### src/rtl/uart_rx.sv
// UART receiver: 2-flop input synchronizer, mid-bit sampling FSM and a
// first-word-fall-through receive FIFO with sticky frame-error and overrun flags.
module uart_rx #(
    parameter int unsigned DIV    = 16,
    parameter int unsigned DWIDTH = 8,
    parameter int unsigned FDEPTH = 32
) (
    input  logic              clk,
    input  logic              rst,
    input  logic              sIn,
    input  logic              dataRen,
    input  logic              errClr,
    output logic [DWIDTH-1:0] rxData,
    output logic              fifoEmpty,
    output logic              fifoFull,
    output logic              frameErr,
    output logic              overrun
);

    localparam int unsigned TW = $clog2(DIV);
    localparam int unsigned BW = (DWIDTH > 1) ? $clog2(DWIDTH) : 1;
    localparam int unsigned AW = $clog2(FDEPTH);
    localparam logic [TW-1:0] HalfLast = TW'(DIV / 2 - 1);
    localparam logic [TW-1:0] BitLast  = TW'(DIV - 1);
    localparam logic [BW-1:0] LastBit  = BW'(DWIDTH - 1);

    typedef enum logic [1:0] {StIdle, StStart, StData, StStop} state_e;

    logic              s_meta_q, s_sync_q;
    state_e            state_q;
    logic [TW-1:0]     timer_q;
    logic [BW-1:0]     bit_cnt_q;
    logic [DWIDTH-1:0] shift_q;
    logic              stop_hit, push, ferr_set;

    logic [AW:0]       wr_ptr_q, wr_ptr_d, rd_ptr_q, rd_ptr_d;
    logic [DWIDTH-1:0] mem_q [FDEPTH];
    logic              do_push, do_pop, ovr_set;
    logic              frame_err_q, frame_err_d, overrun_q, overrun_d;

    always_ff @(posedge clk or posedge rst) begin
        if (rst) begin
            s_meta_q <= 1'b1;
            s_sync_q <= 1'b1;
        end else begin
            s_meta_q <= sIn;
            s_sync_q <= s_meta_q;
        end
    end

    always_ff @(posedge clk or posedge rst) begin
        if (rst) begin
            state_q   <= StIdle;
            timer_q   <= '0;
            bit_cnt_q <= '0;
            shift_q   <= '0;
        end else begin
            case (state_q)
                StIdle: begin
                    if (!s_sync_q) begin
                        state_q <= StStart;
                        timer_q <= '0;
                    end
                end
                StStart: begin
                    if (timer_q == HalfLast) begin
                        // A start bit that is high again at mid-bit is a glitch.
                        state_q   <= s_sync_q ? StIdle : StData;
                        timer_q   <= '0;
                        bit_cnt_q <= '0;
                    end else begin
                        timer_q <= timer_q + 1'b1;
                    end
                end
                StData: begin
                    if (timer_q == BitLast) begin
                        timer_q <= '0;
                        shift_q <= {s_sync_q, shift_q[DWIDTH-1:1]};
                        if (bit_cnt_q == LastBit) begin
                            state_q <= StStop;
                        end else begin
                            bit_cnt_q <= bit_cnt_q + 1'b1;
                        end
                    end else begin
                        timer_q <= timer_q + 1'b1;
                    end
                end
                StStop: begin
                    if (timer_q == BitLast) begin
                        state_q <= StIdle;
                        timer_q <= '0;
                    end else begin
                        timer_q <= timer_q + 1'b1;
                    end
                end
                default: state_q <= StIdle;
            endcase
        end
    end

    always_comb begin
        stop_hit    = (state_q == StStop) && (timer_q == BitLast);
        push        = stop_hit && s_sync_q;
        ferr_set    = stop_hit && !s_sync_q;
        fifoEmpty   = (wr_ptr_q == rd_ptr_q);
        fifoFull    = (wr_ptr_q[AW] != rd_ptr_q[AW]) &&
                      (wr_ptr_q[AW-1:0] == rd_ptr_q[AW-1:0]);
        do_pop      = dataRen && !fifoEmpty;
        // A pop in the same cycle frees the slot the push needs.
        do_push     = push && (!fifoFull || do_pop);
        ovr_set     = push && fifoFull && !do_pop;
        wr_ptr_d    = do_push ? wr_ptr_q + 1'b1 : wr_ptr_q;
        rd_ptr_d    = do_pop ? rd_ptr_q + 1'b1 : rd_ptr_q;
        frame_err_d = ferr_set || (frame_err_q && !errClr);
        overrun_d   = ovr_set || (overrun_q && !errClr);
        rxData      = fifoEmpty ? '0 : mem_q[rd_ptr_q[AW-1:0]];
        frameErr    = frame_err_q;
        overrun     = overrun_q;
    end

    always_ff @(posedge clk) begin
        if (do_push) begin
            mem_q[wr_ptr_q[AW-1:0]] <= shift_q;
        end
    end

    always_ff @(posedge clk or posedge rst) begin
        if (rst) begin
            wr_ptr_q    <= '0;
            rd_ptr_q    <= '0;
            frame_err_q <= 1'b0;
            overrun_q   <= 1'b0;
        end else begin
            wr_ptr_q    <= wr_ptr_d;
            rd_ptr_q    <= rd_ptr_d;
            frame_err_q <= frame_err_d;
            overrun_q   <= overrun_d;
        end
    end

endmodule

### config.mk
export PLATFORM = sky130hd
export DESIGN_NAME = uart_rx
export DESIGN_NICKNAME = d
export VERILOG_FILES = /design/src/rtl/uart_rx.sv
export SDC_FILE = /design/constraint.sdc
export NUM_CORES = 1
export LEC_CHECK = 0
export CAP_MARGIN = 20
export CELL_PAD_IN_SITES_DETAIL_PLACEMENT = 0
export CELL_PAD_IN_SITES_GLOBAL_PLACEMENT = 1
export CORE_MARGIN = 3
export CORE_UTILIZATION = 50
export CTS_CLUSTER_SIZE = 40
export DETAILED_ROUTE_END_ITERATION = 16
export GPL_ROUTABILITY_DRIVEN = 0
export PLACE_DENSITY = 0.78
export REMOVE_ABC_BUFFERS = 1
export SLEW_MARGIN = 10
export SYNTH_ARGS = -nofsm -noshare
export SYNTH_HDL_FRONTEND = slang
export SYNTH_SLANG_ARGS = --single-unit
### constraint.sdc
create_clock -name clk -period 6.64 [get_ports clk]
set_input_delay 1.328 -clock clk [delete_from_list [all_inputs] [get_ports clk]]
set_output_delay 1.328 -clock clk [all_outputs]
set_load 0.005 [all_outputs]
==> results.yml, run 1 <==
timing:
  skew_ns: 0.0121
  fin_tns_setup_ns: 0
  timing.fmax_mhz: 189
  finalSetupViolCount: 0
  hold_violations: 0
  grt_setup_unrepaired: "no"
  fin_crit_sh: 0.796
  period_minus_slack_ns: 5.29
  timing.hold.ws_ns: 0.358
  worst_pin_slew_ns: 1.14
  final-max-slew-violation-count: 0
  finalWorstSetupSlack_ns: 1.35
  slew_headroom: 0.236
flow_run:
  max_cap_viol_count: 0
die:
  fp.coreArea_sq_mm: 0.0228
  die_area_sq_mm: 0.0252
  io_pins: 17
  die_h_um: 159
  die_w_um: 159
  start_util: 0.511
  rows: 55
route:
  met2_length_mm: 11.2
  drtAntennaViolNets: 0
  drt_wl_total_mm: 23.1
  wl_per_cell_um: 23.4
  via_per_inst: 5.94
  route.detailed.drc: 0
  highest_layer: "met4"
  dr.pass1.iters: 4
  met1_length_mm: 9.87
  drtIter0Drc: 556
  dr_wl_met3_mm: 1.55
  vias: 5869
worst_setup_path:
  worstSetupPathType: "register to output pin"
  critPathMaxFanout: 43
  r2r-start: "timer_q[0]"
  critPathRequiredTime_ns: 5.31
  regToRegEndpoint: "mem_q[16][3]"
  end_kind: "output pin"
  r2r_slack_ns: 3.52
  ff2ff_path_depth: 5
  critPathLaunchType: "register"
  worstPathArrival_ns: 3.96
logic_synthesis:
  netlist_instances: 627
  synth_top_area_share: 0.660
  seq_area_frac_synth: 0.731
  synth.top_cells.by_count: "edfxtp_1 (256), mux4_2 (49), nor2_1 (36)"
  synth_area_sq_mm: 0.0116
  synthFlopType: "edfxtp_1"
  synth_edf_count: 256
  yosysMostFrequentCell: "edfxtp_1"
  yosysUniqueCellTypes: 49
  synthAdderAreaFrac: 0.00859
  yosys-mux-area-fraction: 0.135
  synth.avg_cell_area_sq_um: 18.6
  synth_xor_area_frac: 0.0127
  synth_top_family_by_area: "multiplexers"
  yosysTopAreaCell: "edfxtp_1"
  ys_top_cells_by_area: "edfxtp_1 (66%), mux4_2 (9.5%), dfrtp_1 (6.7%)"
  yosys.area_share.simple: 0.0477
  synth_compound_area_frac: 0.0435
  async_flop_share: 0.114
  ys_ff_latch: 289
  yosys_warnings: 0
worst_hold_path:
  hp-class: "register to register"
  worstHoldPathCells: 0
  hp-start: "s_meta_q"
  min_to: "s_sync_q"
power_and_ir_drop:
  irDropWorstVdd_uv: 218
  seq_power_share: 0.451
  power.density_mw_per_mm2: 378
  switching_share: 0.285
  p_comb_frac: 0.227
  switchingPower_uw: 1420
  p_clk_frac: 0.322
  p_leak_uw: 0.00444
  internal_power_uw: 3550
placement:
  dpl.cell_count: 929
  io_buffers: 16
  dp_hpwl_mm: 13.9
  dp_slack_ns: 1.85
cells_and_area:
  nets: 665
  final.fill_count: 1664
  multi_input_area_sq_mm: 0.00288
  fin_cells: 988
  seqCellArea_sq_mm: 0.00852
  drive_above_1_share: 0.187
  syn_to_final_growth_pct: 12.7
  diodes: 0
status:
  status: "finished clean"
clocking:
  ctsHoldBuffers: 0
  clock-root-buffer: "clkbuf_16"
  path_clk_slew_ns: 0.06
  cts_resized: 0
  cts_tree: "built"
  cts.path.max_buffers: 3
  cts_buffers: 29
  cts.htree.levels: 1
  clkLatencyLatePin_ns: 0.54
  cts.sinks: 289
  cts_setup_buffers: 0
grt:
  overflow: 0
  grt_pass1_vias: 6089
  grt_max_degree: 44
  antenna_found_initial: 0
  grt_pass1_wl_mm: 35.6
  track_usage: 0.188
## through the flow
| step | total power, uW | utilization | instance area, sq um |
|---|---|---|---|
| 2_1_floorplan | 2990 | - | 11400 |
| 3_3_place_gp | 3390 | 0.529 | 12100 |
| 3_5_place_dp | 3420 | 0.529 | 12100 |
| 4_1_cts | 5000 | 0.570 | 13000 |
| 5_1_grt | 5190 | 0.576 | 13100 |
| 6_report | 4960 | 0.576 | 13100 |
## cells in the final DEF (no fill, tap or decap), types with 3 or more instances in the layout
master,count
edfxtp_1,256
mux4_2,49
nor2_1,36
mux2i_1,34
clkbuf_16,30
dfrtp_1,29
clkdlybuf4s50_1,16
a22o_1,15
nand3_1,13
nand2_1,12
inv_1,12
mux2_2,11
nor3_1,11
clkbuf_1,11
xnor2_1,10
o22ai_1,8
a211oi_1,8
o221ai_1,8
ha_1,8
buf_4,8
o21ai_0,7
a2111oi_0,7
xor2_1,5
a21oi_1,5
nand3b_1,5
and2_1,5
clkinv_2,5
and3_1,4
nor2b_1,4
buf_16,4
bufinv_16,3
## worst max path at each step
stage	endpoint	slack [ns]	from	cells past startpoint
after CTS	rxData[3]	1.27	rd_ptr_q[0]	6
after floorplan	rxData[6]	0.88	rd_ptr_q[0]	5
after global placement	rxData[7]	1.89	rd_ptr_q[0]	6
final	rxData[3]	1.35	rd_ptr_q[0]	6
after detailed placement	rxData[3]	1.85	rd_ptr_q[0]	6
after global routing	rxData[3]	1.06	rd_ptr_q[0]	6
## area by class of cell
class / instances / area share
sequential: 289 / 0.649
multi-input combinational: 291 / 0.220
clock buffer: 42 / 0.0605
tap: 313 / 0.0298
timing repair buffer: 29 / 0.0271
clock inverter: 12 / 0.0106
inverter: 12 / 0.00343
## logic make-up after synthesis
kind of cell / count (synthesis)
buffers and inverters: 47
multiplexers: 94
adder cells (fa/ha/maj): 8
XOR/XNOR: 16
flip-flops: 289
AND/OR/NAND/NOR: 106
AO/OA/AOI/OAI: 67
## routing by layer
metal  GRT usage  vias to the layer above
li1            -                     2584
met1       0.278                     3062
met2       0.294                      188
met3      0.0280                       35
met4      0.0606                        0
met5           0                        -
## flip-flops by register name (all words and copies together), names as in the netlist, named ones only
register / count
rd_ptr_q: 6
frameErr: 1
timer_q: 4
shift_q: 8
wr_ptr_q: 6
state_q: 1
s_sync_q: 1
bit_cnt_q: 3
mem_q: 256
s_meta_q: 1
overrun: 1
## power by group through the flow
stage / clock network, uW / logic [uW] / registers (uW)
finish: 1600 / 1130 / 2240
global route: 1700 / 1230 / 2270
CTS: 1620 / 1140 / 2240
detailed placement: 0 / 1140 / 2280
global placement: 0 / 1120 / 2270
floorplan: 0 / 703 / 2290
## worst max-delay path, cell delays in order (launching register included)
cell             delay [ns]
dfrtp_4                0.94
buf_4                  0.73
mux4_2                 0.58
a22o_1                 0.25
a211oi_1               0.21
nor3_1                 0.12
clkdlybuf4s50_1        0.52
Note: power is estimated with default switching activity, not from simulation.
==> run 2, diff against run 1 <==
==> constraint.sdc (replaced) <==
create_clock -name clk -period 5.3 [get_ports clk]
set_input_delay 1.06 -clock clk [delete_from_list [all_inputs] [get_ports clk]]
set_output_delay 1.06 -clock clk [all_outputs]
set_load 0.005 [all_outputs]
==> run 2 against run 1 <==
Against the previous run: total power grew 27%; clock power increased by 28%; final area hardly changed; via count is 0.17% lower; worst setup slack worse by 0.73 ns; critical endpoint is now rxData[0]; critical path depth decreased by 1; combinational power is 28% higher; sequential share of layout area hardly changed; highest routed layer unchanged.
==> results.yml, run 2 (synthesized netlist as in run 1, its figures left out) <==
route:
  route.detailed.drc: 0
  dr.pass1.iters: 5
  drt_wl_total_mm: 23.0
  drtIter0Drc: 428
  vias: 5859
  drtAntennaViolNets: 0
  via_per_inst: 5.92
  wl_per_cell_um: 23.2
power_and_ir_drop:
  p_clk_frac: 0.325
  switchingPower_uw: 1760
  seq_power_share: 0.445
  internal_power_uw: 4540
  power.density_mw_per_mm2: 480
  switching_share: 0.280
  irDropWorstVdd_uv: 251
  p_comb_frac: 0.230
  p_leak_uw: 0.00445
die:
  start_util: 0.511
  rows: 55
  io_pins: 17
  fp.coreArea_sq_mm: 0.0228
  die_area_sq_mm: 0.0252
  die_w_um: 159
  die_h_um: 159
clocking:
  cts_setup_buffers: 0
  cts.path.max_buffers: 3
  cts_resized: 0
  cts_tree: "built"
  path_clk_slew_ns: 0.06
  cts.sinks: 289
  clkLatencyLatePin_ns: 0.53
  ctsHoldBuffers: 0
  clock-root-buffer: "clkbuf_16"
  cts.htree.levels: 1
  cts_buffers: 30
timing:
  timing.fmax_mhz: 214
  slew_headroom: 0.265
  worst_pin_slew_ns: 1.10
  final-max-slew-violation-count: 0
  hold_violations: 0
  fin_crit_sh: 0.883
  finalWorstSetupSlack_ns: 0.619
  period_minus_slack_ns: 4.68
  finalSetupViolCount: 0
  skew_ns: 0.0104
  grt_setup_unrepaired: "no"
  fin_tns_setup_ns: 0
  timing.hold.ws_ns: 0.364
placement:
  io_buffers: 16
  dp_hpwl_mm: 14.1
  dp_slack_ns: 1.13
cells_and_area:
  final.fill_count: 1655
  syn_to_final_growth_pct: 12.8
  drive_above_1_share: 0.192
  largest_reg_flops: 256
  most-common-layout-cells: "edfxtp_1 (256), mux4_2 (49), nor2_1 (36)"
  final_common_cell: "edfxtp_1"
  diodes: 0
  nets: 667
worst_hold_path:
  hp-start: "s_meta_q"
  worstHoldPathCells: 0
  min_to: "s_sync_q"
  hp-class: "register to register"
grt:
  grt_pass1_wl_mm: 35.4
  grt_pass1_vias: 6018
  grt_max_degree: 46
  overflow: 0
  antenna_found_initial: 0
  track_usage: 0.188
worst_setup_path:
  r2r-start: "rd_ptr_q[2]"
  path_delay_family: "flip-flops"
  critPathLaunchType: "register"
  crit_slowest_cell: "dfrtp_4"
  max_stage_delay_ns: 1.01
  worstPathArrival_ns: 3.62
  ff2ff_path_depth: 6
  critPathMaxFanout: 45
  r2r_slack_ns: 2.13
  regToRegEndpoint: "mem_q[8][6]"
  end_kind: "output pin"
  path_cells: "buf_12, mux4_2, a2111oi_0, nor3_1, clkdlybuf4s50_1"
  worstSetupPathType: "register to output pin"
  worst-path-buf-inv: 2
  critPathRequiredTime_ns: 4.24
flow_run:
  max_cap_viol_count: 0
status:
  status: "finished clean"
[run 2: cell count changes in the layout (fill, tap and decap cells not counted), sizes merged]
cell | previous run | this run
bufinv | 3 | 4
clkbuf | 43 | 36
clkinv | 7 | 16
inv | 13 | 12
[run 2: worst max-delay path by stage]
| stage | startpoint | end | cells past startpoint |
|---|---|---|---|
| 2_1_floorplan | rd_ptr_q[0] | rxData[6] | 5 |
| 5_1_grt | rd_ptr_q[0] | rxData[0] | 5 |
| 4_1_cts | rd_ptr_q[0] | rxData[0] | 5 |
| 3_3_place_gp | rd_ptr_q[0] | rxData[0] | 5 |
| 6_report | rd_ptr_q[0] | rxData[0] | 5 |
| 3_5_place_dp | rd_ptr_q[0] | rxData[0] | 5 |
[run 2: per-layer routing]
layer,part of all wire,global-route usage,wire (um),vias up
li1,-,-,-,2592
met5,0,0,0,-
met1,0.42,0.263,9750,3067
met3,0.054,0.0315,1250,29
met4,0.013,0.0369,303,0
met2,0.51,0.316,11700,171
[run 2: power groups by stage]
stage,Clock (uW),Sequential (uW),Combinational [uW]
5_1_grt,2190,2840,1550
6_report,2050,2810,1450
4_1_cts,2080,2820,1430
3_3_place_gp,0,2860,1400
3_5_place_dp,0,2870,1420
2_1_floorplan,0,2870,881
[run 2: cell type report]
type                       instances  area (sq um)  share of cell area
sequential                       289          8520               0.649
multi-input combinational        291          2880               0.219
clock buffer                      34           787              0.0599
tap                              313           392              0.0298
timing repair buffer              30           313              0.0238
clock inverter                    21           195              0.0149
inverter                          12          45.0             0.00343
[run 2: per-stage QoR]
stage / util / std cells / total power, uW / cell area, sq um
global route: 0.577 / 990 / 6580 / 13100
global placement: 0.531 / 932 / 4250 / 12100
finish: 0.577 / 990 / 6300 / 13100
CTS: 0.574 / 987 / 6330 / 13100
floorplan: - / 592 / 3750 / 11400
detailed placement: 0.531 / 932 / 4290 / 12100
